**src/rtl/alu_pkg.sv**
```systemverilog
// Shared definitions for the 4-bit signed ALU and its round-robin scheduler.
package alu_pkg;

  localparam int unsigned OP_W  = 3;
  localparam int unsigned DAT_W = 4;
  localparam int unsigned RES_W = 5;

  localparam logic [OP_W-1:0] OP_ADD = 3'b000;
  localparam logic [OP_W-1:0] OP_SUB = 3'b001;
  localparam logic [OP_W-1:0] OP_NOT = 3'b010;
  localparam logic [OP_W-1:0] OP_AND = 3'b011;
  localparam logic [OP_W-1:0] OP_OR  = 3'b100;
  localparam logic [OP_W-1:0] OP_XOR = 3'b101;
  localparam logic [OP_W-1:0] OP_LT  = 3'b110;
  localparam logic [OP_W-1:0] OP_EQ  = 3'b111;

  typedef enum logic [1:0] {
    IDLE = 2'd0,
    EXEC = 2'd1,
    RESP = 2'd2
  } state_t;

  typedef struct packed {
    logic [OP_W-1:0]  op;
    logic [DAT_W-1:0] a;
    logic [DAT_W-1:0] b;
  } alu_req_t;

endpackage

```
**src/rtl/alu4_core.sv**
```systemverilog
// Combinational 4-bit signed ALU: op/A/B -> 5-bit result and compare flag.
module alu4_core
  import alu_pkg::*;
(
  input  logic [OP_W-1:0]  op,
  input  logic [DAT_W-1:0] a,
  input  logic [DAT_W-1:0] b,
  output logic [RES_W-1:0] result,
  output logic             flag
);

  logic [RES_W-1:0] a_x;
  logic [RES_W-1:0] b_x;

  always_comb begin
    a_x    = {a[DAT_W-1], a};
    b_x    = {b[DAT_W-1], b};
    result = '0;
    flag   = 1'b0;
    case (op)
      OP_ADD:  result = a_x + b_x;
      OP_SUB:  result = a_x - b_x;
      OP_NOT:  result = {1'b0, ~a};
      OP_AND:  result = {1'b0, a & b};
      OP_OR:   result = {1'b0, a | b};
      OP_XOR:  result = {1'b0, a ^ b};
      OP_LT:   flag   = ($signed(a) < $signed(b));
      OP_EQ:   flag   = (a == b);
      default: result = '0;
    endcase
  end

endmodule

```
**src/rtl/alu_rr_sched.sv**
```systemverilog
// Round-robin scheduler sharing one registered ALU stage between NREQ requesters.
module alu_rr_sched
  import alu_pkg::*;
#(
  parameter int unsigned NREQ = 2,
  parameter int unsigned IDW  = 2
) (
  input  logic                   clk,
  input  logic                   rst,
  input  logic [NREQ-1:0]        req_valid,
  output logic [NREQ-1:0]        req_ready,
  input  logic [OP_W*NREQ-1:0]   req_op,
  input  logic [DAT_W*NREQ-1:0]  req_a,
  input  logic [DAT_W*NREQ-1:0]  req_b,
  output logic                   rsp_valid,
  input  logic                   rsp_ready,
  output logic [IDW-1:0]         rsp_id,
  output logic [RES_W-1:0]       rsp_result,
  output logic                   rsp_flag,
  output logic                   busy
);

  state_t           state;
  state_t           state_nxt;
  logic [IDW-1:0]   rr_ptr;
  logic [IDW-1:0]   ptr_nxt;
  logic [IDW-1:0]   win_idx;
  logic [IDW-1:0]   cap_id;
  logic             win_found;
  alu_req_t         win_req;
  alu_req_t         cap_req;
  logic [RES_W-1:0] alu_result;
  logic             alu_flag;

  // Winner search: first pass from rr_ptr upward, second pass wraps to the bottom.
  always_comb begin
    win_found = 1'b0;
    win_idx   = '0;
    for (int unsigned i = 0; i < NREQ; i++) begin
      if (!win_found && req_valid[i] && (IDW'(i) >= rr_ptr)) begin
        win_found = 1'b1;
        win_idx   = IDW'(i);
      end
    end
    for (int unsigned i = 0; i < NREQ; i++) begin
      if (!win_found && req_valid[i]) begin
        win_found = 1'b1;
        win_idx   = IDW'(i);
      end
    end
    win_req = '0;
    for (int unsigned i = 0; i < NREQ; i++) begin
      if (IDW'(i) == win_idx) begin
        win_req.op = req_op[OP_W*i +: OP_W];
        win_req.a  = req_a[DAT_W*i +: DAT_W];
        win_req.b  = req_b[DAT_W*i +: DAT_W];
      end
    end
    ptr_nxt = (win_idx == IDW'(NREQ - 1)) ? '0 : win_idx + IDW'(1);
  end

  always_ff @(posedge clk or posedge rst) begin
    if (rst) state <= IDLE;
    else     state <= state_nxt;
  end

  always_comb begin
    state_nxt = state;
    req_ready = '0;
    case (state)
      IDLE: begin
        if (win_found) state_nxt = EXEC;
        for (int unsigned i = 0; i < NREQ; i++) begin
          req_ready[i] = !rst && win_found && (IDW'(i) == win_idx);
        end
      end
      EXEC:    state_nxt = RESP;
      RESP:    if (rsp_ready) state_nxt = IDLE;
      default: state_nxt = IDLE;
    endcase
  end

  assign rsp_valid = (state == RESP);
  assign busy      = (state != IDLE);

  // Capture on grant, register the ALU output during EXEC; held through RESP.
  always_ff @(posedge clk or posedge rst) begin
    if (rst) begin
      rr_ptr     <= '0;
      cap_req    <= '0;
      cap_id     <= '0;
      rsp_id     <= '0;
      rsp_result <= '0;
      rsp_flag   <= 1'b0;
    end else begin
      if (state == IDLE && win_found) begin
        cap_req <= win_req;
        cap_id  <= win_idx;
        rr_ptr  <= ptr_nxt;
      end
      if (state == EXEC) begin
        rsp_result <= alu_result;
        rsp_flag   <= alu_flag;
        rsp_id     <= cap_id;
      end
    end
  end

  alu4_core u_alu (
    .op     (cap_req.op),
    .a      (cap_req.a),
    .b      (cap_req.b),
    .result (alu_result),
    .flag   (alu_flag)
  );

endmodule

```
**config.mk**
```make
export PLATFORM = sky130hd
export DESIGN_NAME = alu_rr_sched
export DESIGN_NICKNAME = d
export VERILOG_FILES = /design/src/rtl/alu_pkg.sv /design/src/rtl/alu4_core.sv /design/src/rtl/alu_rr_sched.sv
export SDC_FILE = /design/constraint.sdc
export NUM_CORES = 1
export LEC_CHECK = 0
export BUFFER_PORTS_ARGS = -buffer_cell sky130_fd_sc_hd__buf_2
export CORE_MARGIN = 2
export CORE_UTILIZATION = 35
export DETAILED_ROUTE_END_ITERATION = 16
export GPL_TIMING_DRIVEN = 0
export PLACE_DENSITY = 0.64
export SLEW_MARGIN = 20
export SYNTH_ARGS = -nofsm -noshare
export SYNTH_HDL_FRONTEND = slang
export SYNTH_SLANG_ARGS = --single-unit
```
**constraint.sdc**
```tcl
create_clock -name clk -period 2.15 [get_ports clk]
set_input_delay 0.43 -clock clk [delete_from_list [all_inputs] [get_ports clk]]
set_output_delay 0.43 -clock clk [all_outputs]
set_load 0.02 [all_outputs]
```
After elaboration in Yosys (flattened, before gate mapping)
Cells that the tools add are included. W data, S select, Z words.

Input port bits: 27. Flip-flop bits (word level): 25. Word-level logic and storage cells: 67. Output and inout bits: 12.

Equal/unequal tests: 14. Multiplexer cells: 16. $add $sub $neg: 3. $lt $le $gt $ge: 3. Bitwise gates (word level): 4. Reductions and logical operators: 18.

Operators by type and width (number): $pmux W5 S6 (1); $mux W11 (2); $eq A3 B3 Y1 const B (4); $mux W2 (6); $logic_and A1 B1 Y1 (9); $eq A3 B2 Y1 const B (2); $pmux W2 S3 (1); $add A4 B4 Y5 (1); $mux W1 (5); $sub A4 B4 Y5 (1); $and A4 B4 Y4 (1); $eq A2 B1 Y1 const B (2); $eq A4 B4 Y1 (1); $ge A1 B2 Y1 const A (2); $logic_not A1 Y1 (4); $logic_not A2 Y1 (2); $lt A4 B4 Y1 (1); $not A4 Y4 (1); $or A4 B4 Y4 (1); $xor A4 B4 Y4 (1); $eq A3 B1 Y1 const B (1); $logic_not A3 Y1 (1); $add A2 B1 Y2 const B (1); $eq A1 B2 Y1 const A (1); other kinds (6) (6).

Logic depth before layout (Yosys ltp)
Gate-level depths: netlist of the first run.

Depth after elaboration: 16. Mapped depth: 8. Depth with buffers taken out: 8.

Hierarchy
Synthesis of the first run repeated with hierarchy kept, for this count alone.

Cell total of the unflattened synthesis: 179. Area total of the unflattened synthesis: 1715.4 sq um.

By module, submodules not included: alu_rr_sched (sequential area each 550.5 sq um, cells an instance 99, instances 1, area an instance 1111.1 sq um); alu4_core (sequential area each 0.0 sq um, cells an instance 80, instances 1, area an instance 604.3 sq um).

Worst setup path after synthesis of the first run
Ideal clock, no wire load.

Kind: reg2reg. Start: register cap_req[0] in the netlist's numbering. End: register rsp_result[1]. Required time: 2.085 ns. Path buffers: 0. Setup time: 0.065 ns. Path slack: 0.356 ns. Stages on the path, launching flop included: 9. Clock period less this slack: 1.794 ns. Data arrival time: 1.729 ns. Cells stage by stage: dfrtp_1 > ha_1 > inv_1 > fa_1 > nor2b_1 > a211oi_1 > a31oi_1 > o221ai_1 > o21a_1.

Cells in the longest elaborated chain, start to end: 2. Elaborated cells on any way between the ends: 3. Classes of those cells: 2 x add/sub; 1 x mux.

RTL lines: start, declared (RTL line alu_rr_sched.sv:31) `alu_req_t cap_req;`; start signal, assigned (RTL line alu_rr_sched.sv:97) `cap_req <= win_req;`; $sub A4 B4 Y5 or $add A4 B4 Y5 (tied branches) (RTL line alu4_core.sv:22, alu4_core.sv:21); $pmux W5 S6 * (RTL line alu4_core.sv:20) `case (op)`; end signal, assigned (RTL line alu_rr_sched.sv:102) `rsp_result <= alu_result;`; end, declared (RTL line alu_rr_sched.sv:18) `output logic [RES_W-1:0] rsp_result,`.

Every way passes the cells marked *; elsewhere a longest branch is shown, timed or not. A chain may end at the register's enable or synchronous reset.

Worst setup path after layout of the first run
Start: register state[1]. End: output port req_ready[0].

Cells in the longest elaborated chain, start to end: 2.

RTL lines: start, declared (RTL line alu_rr_sched.sv:23) `state_t state;`; start signal, assigned (RTL line alu_rr_sched.sv:64) `else state <= state_nxt;`; $logic_not A2 Y1 (RTL line alu_rr_sched.sv:70) `case (state)`; $mux W2 (RTL line alu_rr_sched.sv:70); end, declared (RTL line alu_rr_sched.sv:11) `output logic [NREQ-1:0] req_ready,`.

Every way passes these cells.

==> flow_summary.yaml, run 1 <==
clock_tree:
  htree_levels: 1
  ctsLongestPathBuffers: 2
  cts_tree: "built"
  skew_pair_late_insertion_delay_ns: 0.27
  cts.reportedPaths.clkPinSlew_ns: 0.09
  root_buffer: "sky130_fd_sc_hd__clkbuf_8"
  tritoncts_num_sinks: 22
  tritoncts.num_buffers: 3
setup_path:
  setup.worst_path.start_class: "flop"
  worst_ep_required_time_ns: 1.72
  crit_path_max_fanout: 5
  critical_path.slowest_cell: "sky130_fd_sc_hd__dfrtp_1"
  element_type_at_the_critical_path_end: "output pin"
  critPathArrivalTime_ns: 1.63
  worstPathCellList: "nor2_4, inv_2, a211oi_4, buf_6, and2_1, buf_2"
  worst_path_largest_cell_delay_ns: 0.42
  criticalPathCategory: "flop to output pin"
logic_synthesis:
  leading_cell_types_by_total_area_after_synthesis: "sky130_fd_sc_hd__dfrtp_1 36%, sky130_fd_sc_hd__ha_1 9.8%, sky130_fd_sc_hd__a222oi_1 7.2%"
  fraction_of_registers_with_async_set_reset_pct: 100
  synth.distinct_cells: 49
  ys.warnings.count: 0
  post-synth-top-area-fraction_pct: 35.9
  synth-compound-area-share_pct: 25.7
  synth_top_family_by_area: "compound AO/OA/AOI/OAI gates"
  syn-num-nets: 206
  syn-instance-count: 165
  yosys.area_share.adder_pct: 12.4
  synthFlopType: "sky130_fd_sc_hd__dfrtp_1"
  synth_largest_area_cell: "sky130_fd_sc_hd__dfrtp_1"
  number_of_flops_mapped_to_enable_cells_by_yosys: 0
  ys_seq_elements: 22
  post_synth_and_or_nand_nor_area_fraction_pct: 11.4
  synthesis.area_per_instance_um2: 9.28
  post_synth_xor_area_fraction_pct: 1.72
  synthTopCellsByCount: "25 x sky130_fd_sc_hd__inv_1, 22 x sky130_fd_sc_hd__dfrtp_1, 12 x sky130_fd_sc_hd__ha_1"
  most_repeated_cell_in_the_gate_level_netlist_after_synthesis: "sky130_fd_sc_hd__inv_1"
  post_synth_instance_area_um2: 1530
  yosysSeqAreaShare_pct: 35.9
  post_synth_mux_area_share_pct: 0.735
cells_and_area:
  drive_gt1_share_pct: 30.8
  finish.cell_count_without_fillers: 260
  postLayoutCellArea_um2: 1880
  area_growth_pct: 23.0
  antenna_cells_inserted: 0
  num-nets-final: 250
die:
  die_h_um: 70.2
  core.rowCount: 24
  design.die.area_um2: 4920
  overall_die_width_um: 70.2
  floorplan.initialDensity_pct: 35.7
  io_pins: 39
  core_region_area_um2: 4290
pwr:
  power_per_cell_area_nw_per_um2: 1700
  static_leak_nw: 0.970
  max-vdd-ir-drop_mv: 0.874
  report.power.total_mw: 3.21
routing:
  drc: 0
  maxUsedRoutingLayer: "met4"
  drt_first_iter_violations: 61
  wirelength_met1_um: 1560
  dr_total_vias: 1321
  finalWirelength_um: 3460
  routed_via_density: 5.08
  antenna_left: 0
  number_of_detailed_routing_iterations_run_before_antenna_repair: 5
  total_met3_wirelength_after_detailed_routing_um: 153
  met2_wirelength_um: 1700
  routedWlPerCell_um: 13.3
run:
  timing.max_cap.violations: 0
sta:
  achievable_freq_mhz: 486
  final.period_utilization_pct: 95.7
  worst_hold_slack_ns: 0.182
  setup_viol_count_final: 0
  final_period_minus_worst_setup_slack_ns: 2.06
  report.final.slew_viol_count: 0
  worstMarginPinSlew_ns: 0.508
  rsz0062_at_grt: "no"
  worst_clock_skew_ns: 0.00522
  setup-tns-final_ns: 0
  maxSlewHeadroom_pct: 66.1
  hold_viol: 0
placed_design:
  numPlacedInstances: 254
  port_buffers: 37
  dp.final_hpwl_um: 2610
  post_dp_cell_area_um2: 1780
  routabilityCongestion: 0.872
grt:
  gr-total-overflow: 0
  gr-usage-all-layers_pct: 14.4
  grt_first_pass_wirelength_um: 5790
  number_of_global_route_vias_before_repair: 1257
  grt_start_max_net_pins: 25
  grt_antenna_before_repair: 0
worst_hold_path:
  hold_path_class: "input port to asynchronous set/reset pin"
status:
  run_status: "finished, final reports clean"
==> per-layer routing <==
layer / up-vias / GRT usage, %
met5: - / 0
met1: 616 / 18.4
met4: 0 / 4.49
met3: 6 / 2.45
li1: 664 / -
met2: 35 / 24.9
==> cells in the final DEF (no fill, tap or decap), drive strengths merged, types with 2 or more instances in the layout <==
| cell type | n |
|---|---|
| a31oi | 2 |
| o21ai | 13 |
| ha | 12 |
| a222oi | 11 |
| a211oi | 2 |
| nor2 | 7 |
| xor2 | 2 |
| dfrtp | 22 |
| nor3b | 2 |
| nand2b | 2 |
| o22a | 2 |
| o31ai | 2 |
| clkbuf | 4 |
| nor3 | 2 |
| fa | 2 |
| a21o | 3 |
| nor2b | 3 |
| buf | 50 |
| a21oi | 5 |
| nand2 | 11 |
| inv | 26 |
| and2 | 2 |
==> power breakdown <==
group	internal (mW)	total (mW)	switching, mW
Combinational	0.884	2.01	1.13
Clock	0.249	0.395	0.146
Sequential	0.616	0.801	0.185
==> metrics by stage <==
step,setup slack (ns),utilization (%)
final,0.0926,43.9
after global routing,0.00447,43.9
after CTS,0.0268,43.3
after detailed placement,0.0818,41.5
after global placement,0.103,41.5
after floorplan,0.356,-
==> logic make-up (layout without fill, tap and decap cells) <==
group           after synthesis  count (layout)
mux                           1               1
simple gates                 34              34
buf+inv                      39              82
xor+xnor                      3               3
compound gates               51              51
flops                        22              22
fa+ha+maj                    14              14
other cells                   1               1
==> timing repair <==
action / CTS / global route
endpoints found under the setup margin: 2 / 3
setup buffers: 0 / 2
hold buffers: 0 / 0
resized for setup: 2 / 4
==> registers in the layout (all words and copies together), names as in the netlist <==
name	cells
rsp_id	1
rsp_result	5
rr_ptr	1
cap_id	1
cap_req	11
rsp_flag	1
state	2
==> path summary, 6_finish.rpt <==
kind                            start             to  slack (ns)  cells past startpoint
min in group clk            rsp_ready       state[1]        0.35                      2
min reg2reg                 cap_id[0]      cap_id[0]        0.48                      1
max reg2reg                cap_req[0]  rsp_result[1]        0.22                      8
max                          state[1]   req_ready[0]        0.09                      6
max in group asynchronous         rst     cap_req[1]        1.66                      2
min                               rst       rsp_flag        0.18                      2
==> area by class of cell <==
type                            count  area [um2]
Timing Repair Buffer               39         200
Multi-Input combinational cell    104         810
Inverter                           27         105
Clock buffer                        3        41.3
Buffer                             12        82.6
Tap cell                           52        65.1
Clock inverter                      1        30.0
Sequential cell                    22         551
Fill cell                         441        2410
==> worst max-delay path: cells and delay by family (launching register included) <==
family,cells,cell delay (ns)
DFF,1,0.42
buffers and inverters,3,0.39
and+or+nand+nor,2,0.26
AOI/OAI and AO/OA,1,0.28
No activity file was read; power rests on OpenSTA's default activity.
==> run 2: changes to the inputs <==
Settings changed: GPL_TIMING_DRIVEN 0 to default, SLEW_MARGIN 20 to 40.
==> run 2 against run 1 <==
Clock power up 1%; critical path depth down 1; worst hold slack better by 0.13 ns; critical path type unchanged; largest cell class unchanged.
==> flow_summary.yaml, run 2 (synthesized netlist as in run 1, its figures left out) <==
setup_path:
  worst_path_largest_cell_delay_ns: 0.40
  path_delay_family: "flip-flops"
  timing.rr.end: "rsp_result[1]"
  critical_path.slowest_cell: "sky130_fd_sc_hd__dfrtp_1"
  critPathArrivalTime_ns: 1.53
  setup.worst_path.start_class: "flop"
  element_type_at_the_critical_path_end: "output pin"
  worst_ep_required_time_ns: 1.72
  regToRegSetupSlack_ns: 0.20
  worstPathCellList: "nor2_1, inv_2, a211oi_4, and2_1, buf_2"
  r2r.worst_path.cells: 8
  crit_path_max_fanout: 3
  critical_path_buf_inv_count: 2
  reg2reg_from: "cap_req[0]"
  criticalPathCategory: "flop to output pin"
sta:
  worst_clock_skew_ns: 0.00246
  hold_viol: 0
  maxSlewHeadroom_pct: 55.1
  final.period_utilization_pct: 91.0
  achievable_freq_mhz: 511
  worstMarginPinSlew_ns: 0.673
  report.final.slew_viol_count: 0
  setup-tns-final_ns: 0
  setup_viol_count_final: 0
  rsz0062_at_grt: "no"
  final_period_minus_worst_setup_slack_ns: 1.96
cells_and_area:
  finish.cell_count_without_fillers: 251
  regMostFlops: "cap_req"
  num-nets-final: 241
  area_growth_pct: 18.2
  reg.largest.list: "cap_req: 11 flops, rsp_result: 5 flops, state: 2 flops"
  max_reg_flops: 11
  drive_gt1_share_pct: 26.6
  layout_commonest_cell: "sky130_fd_sc_hd__buf_2"
  layout.cells.most_common_list: "37 x sky130_fd_sc_hd__buf_2, 25 x sky130_fd_sc_hd__inv_1, 22 x sky130_fd_sc_hd__dfrtp_1, 12 x sky130_fd_sc_hd__ha_1"
  antenna_cells_inserted: 0
clock_tree:
  htree_levels: 1
  postCtsSetupBuffers: 0
  cts.repair.resized: 0
  hold_buffers: 0
  cts_tree: "built"
  tritoncts_num_sinks: 22
  skew_pair_late_insertion_delay_ns: 0.27
  cts.reportedPaths.clkPinSlew_ns: 0.09
  root_buffer: "sky130_fd_sc_hd__clkbuf_8"
  ctsLongestPathBuffers: 2
  tritoncts.num_buffers: 3
die:
  core_region_area_um2: 4290
  io_pins: 39
  core.rowCount: 24
  design.die.area_um2: 4920
  die_h_um: 70.2
  overall_die_width_um: 70.2
  floorplan.initialDensity_pct: 35.7
grt:
  gr-usage-all-layers_pct: 14.6
  met1_usage_pct: 19.4
  grt_start_max_net_pins: 25
  grtUsageMet3_pct: 2.45
  grt_antenna_before_repair: 0
  gr-total-overflow: 0
  global_route.usage.met2_pct: 25.0
  grt_first_pass_wirelength_um: 5750
  grt.busiest_layer: "met2"
  number_of_global_route_vias_before_repair: 1228
routing:
  routedWlPerCell_um: 13.5
  finalWirelength_um: 3390
  drt_first_iter_violations: 66
  routed_via_density: 5.15
  antenna_left: 0
  drc: 0
  number_of_detailed_routing_iterations_run_before_antenna_repair: 7
  dr_total_vias: 1292
pwr:
  static_leak_nw: 0.931
  report.power.total_mw: 3.05
  max-vdd-ir-drop_mv: 0.786
  power_per_cell_area_nw_per_um2: 1680
placed_design:
  port_buffers: 37
  numPlacedInstances: 247
  dp.final_hpwl_um: 2570
  routabilityCongestion: 0.794
status:
  run_status: "finished, final reports clean"
worst_hold_path:
  hold_path_class: "input port to asynchronous set/reset pin"
run:
  timing.max_cap.violations: 0
==> run 2: changes by cell type in the layout (fill, tap and decap cells not counted), sizes merged <==
cell and delta:
inv +1, clkbuf -1, clkinvlp -1, buf -8
==> run 2: cell type report <==
cell class / count / area (um2)
clock buffers: 3 / 41.3
clock inverters: 1 / 30.0
fillers: 433 / 2480
inverters: 27 / 101
multi-input cells: 104 / 800
flip-flops and latches: 22 / 551
well taps: 52 / 65.1
repair buffers: 42 / 223
==> run 2: worst reg2reg max path: cells and delay by family (launching register included) <==
family                     cells  cell delay (ns)
buffers and inverters          1             0.07
AOI/OAI and AO/OA              4             0.65
DFF                            1             0.42
and+or+nand+nor                1             0.13
adders and majority gates      2             0.62
==> run 2: layer usage <==
layer / wire length (um) / vias up
li1: - / 651
met1: 1560 / 602
met2: 1640 / 34
met3: 163 / 5
met5: 0 / -
met4: 29 / 0
==> run 2: how the worst max path moves through the flow <==
| stage | start | endpoint | depth (start not counted) | slack (ns) |
|---|---|---|---|---|
| after global routing | state[1] | req_ready[0] | 5 | 0.07 |
| after detailed placement | cap_req[0] | rsp_result[1] | 8 | 0.22 |
| after global placement | cap_req[0] | rsp_result[1] | 8 | 0.25 |
| final | state[1] | req_ready[0] | 5 | 0.19 |
| after CTS | state[1] | req_ready[0] | 5 | 0.17 |
| after floorplan | cap_req[0] | rsp_result[1] | 8 | 0.36 |
==> run 2: power breakdown <==
part,switching [mW],total [mW],internal [mW],leakage [nW]
clock network,0.151,0.400,0.249,0.0357
registers,0.268,0.882,0.614,0.274
logic,0.974,1.77,0.794,0.622
==> run 2: per-stage QoR <==
step | util (%) | hold slack, ns | setup slack, ns | cell area, um2
finish | 42.2 | 0.308 | 0.193 | 1810
global route | 42.2 | 0.334 | 0.0669 | 1810
CTS | 42.2 | 0.318 | 0.169 | 1810
detailed placement | 40.5 | 0.466 | 0.216 | 1740
global placement | 40.5 | 0.458 | 0.246 | 1740
floorplan | - | 0.430 | 0.356 | 1530
==> run 3: changes to the inputs <==
Settings changed: PLACE_DENSITY 0.64 to 0.66.
Clock period 2.15 ns to 1.76 ns, I/O delays scaled along.
==> run 3 against run 2 <==
The run now ends with setup timing left; register-to-register slack got worse by 0.26 ns; cell count rose by 8.4%; setup slack got worse by 0.25 ns; sequential share of layout area fell by 3.1 points; die area did not move; clock power fell by 7.2%; flip-flop and latch count did not move; combinational power rose by 58%; via count rose by 6.6%; first-iteration DRC count rose by 29%; total power rose by 37%; routed wire length rose by 6.8%; critical path type is now flop to flop.
==> flow_summary.yaml, run 3 (synthesized netlist as in run 1, its figures left out) <==
status:
  run_status: "finished, violations left"
  violations: "setup timing"
sta:
  maxSlewHeadroom_pct: 60.3
  final.period_utilization_pct: 103
  worst_clock_skew_ns: 0.00582
  achievable_freq_mhz: 549
  hold_viol: 0
  worstMarginPinSlew_ns: 0.596
  setup-tns-final_ns: -0.119
  setup_viol_count_final: 2
  report.final.slew_viol_count: 0
  worst_hold_slack_ns: 0.148
  rsz0062_at_grt: "yes"
  worst_slack_ns: -0.0600
  final_period_minus_worst_setup_slack_ns: 1.82
routing:
  number_of_detailed_routing_iterations_run_before_antenna_repair: 4
  routedWlPerCell_um: 13.3
  finalWirelength_um: 3620
  drt_first_iter_violations: 85
  routed_via_density: 5.06
  drc: 0
  antenna_left: 0
  dr_total_vias: 1377
setup_path:
  worstPathCellList: "ha_2, inv_2, fa_1, nor2b_1, a211oi_2, a31oi_1, o221ai_1, o21a_1"
  element_type_at_the_critical_path_end: "flop"
  critical_path_buf_inv_count: 1
  worst_path_largest_cell_delay_ns: 0.46
  r2r.worst_path.cells: 8
  critical_path.slowest_cell: "sky130_fd_sc_hd__fa_1"
  crit_cells: 8
  path_delay_family: "adder cells"
  critPathArrivalTime_ns: 1.99
  criticalPathCategory: "flop to flop"
  crit_path_max_fanout: 4
  reg2reg_from: "cap_req[4]"
  worst_ep_required_time_ns: 1.93
  crit_path_start: "cap_req[4]"
  setup.worst_path.start_class: "flop"
die:
  core.rowCount: 24
  core_region_area_um2: 4290
  die_h_um: 70.2
  io_pins: 39
  overall_die_width_um: 70.2
  floorplan.initialDensity_pct: 35.7
  design.die.area_um2: 4920
clock_tree:
  htree_levels: 1
  tritoncts_num_sinks: 22
  ctsLongestPathBuffers: 2
  skew_pair_late_insertion_delay_ns: 0.27
  hold_buffers: 0
  tritoncts.num_buffers: 3
  cts.reportedPaths.clkPinSlew_ns: 0.08
  root_buffer: "sky130_fd_sc_hd__clkbuf_8"
  cts_tree: "built"
placed_design:
  port_buffers: 37
  routabilityCongestion: 0.820
  dp.final_hpwl_um: 2810
  pre_cts_slack_ns: -0.0867
  numPlacedInstances: 264
  post_dp_cell_area_um2: 1870
grt:
  number_of_global_route_vias_before_repair: 1312
  grt_start_max_net_pins: 18
  gr-usage-all-layers_pct: 15.5
  grt_first_pass_wirelength_um: 6050
  gr-total-overflow: 0
  grt_antenna_before_repair: 0
cells_and_area:
  finish.utilization_pct: 47.0
  num-nets-final: 262
  max_reg_flops: 11
  regMostFlops: "cap_req"
  layout_commonest_cell: "sky130_fd_sc_hd__buf_2"
  area_growth_pct: 31.7
  fillCellCount: 402
  layout.cells.most_common_list: "35 x sky130_fd_sc_hd__buf_2, 27 x sky130_fd_sc_hd__buf_4, 22 x sky130_fd_sc_hd__inv_1, 22 x sky130_fd_sc_hd__dfrtp_1"
  postLayoutCellArea_um2: 2020
  reg.largest.list: "cap_req: 11 flops, rsp_result: 5 flops, state: 2 flops"
  drive_gt1_share_pct: 40.5
  antenna_cells_inserted: 0
  finish.cell_count_without_fillers: 272
worst_hold_path:
  hold_path_class: "input port to asynchronous set/reset pin"
pwr:
  static_leak_nw: 1.03
  power_per_cell_area_nw_per_um2: 2070
  report.power.total_mw: 4.18
  max-vdd-ir-drop_mv: 0.908
run:
  timing.max_cap.violations: 0
## run 3: final timing paths
check	slack (ns)	to
setup / recovery	-0.06	rsp_result[1]
hold / removal	0.15	cap_req[9]
setup reg to reg	-0.06	rsp_result[1]
hold reg to reg	0.48	rsp_flag
max in group asynchronous	1.35	state[1]
min in group clk	0.29	cap_req[5]
## run 3: final cells by class
cell class / count / area [um2] / area share, %
Multi-Input combinational cell: 104 / 856 / 42.4
Sequential cell: 22 / 551 / 27.3
Inverter: 27 / 101 / 5.02
Tap cell: 52 / 65.1 / 3.23
Timing Repair Buffer: 63 / 389 / 19.3
Clock buffer: 4 / 55.1 / 2.73
## run 3: layer usage
layer	vias up	GRT usage, %	wire length (um)
met3	4	2.60	143
met5	-	0	0
met1	654	19.7	1660
met4	0	6.41	65
met2	32	26.2	1750
li1	687	-	-
## run 3: what timing repair did
| item | CTS | global route |
|---|---|---|
| gates resized for setup | 9 | 12 |
| pin swaps | 2 | 8 |
| buffers inserted | 3 | 1 |
| setup endpoints to repair | 7 | 7 |
## run 3: report_power, final
group          switching, mW  internal, mW
combinational           1.42          1.37
sequential             0.268         0.751
clock                  0.172         0.200
## run 3: tightest hold or removal path: cells and delay by family
kind / cells / cell delay (ns)
buffers and inverters: 3 / 0.40
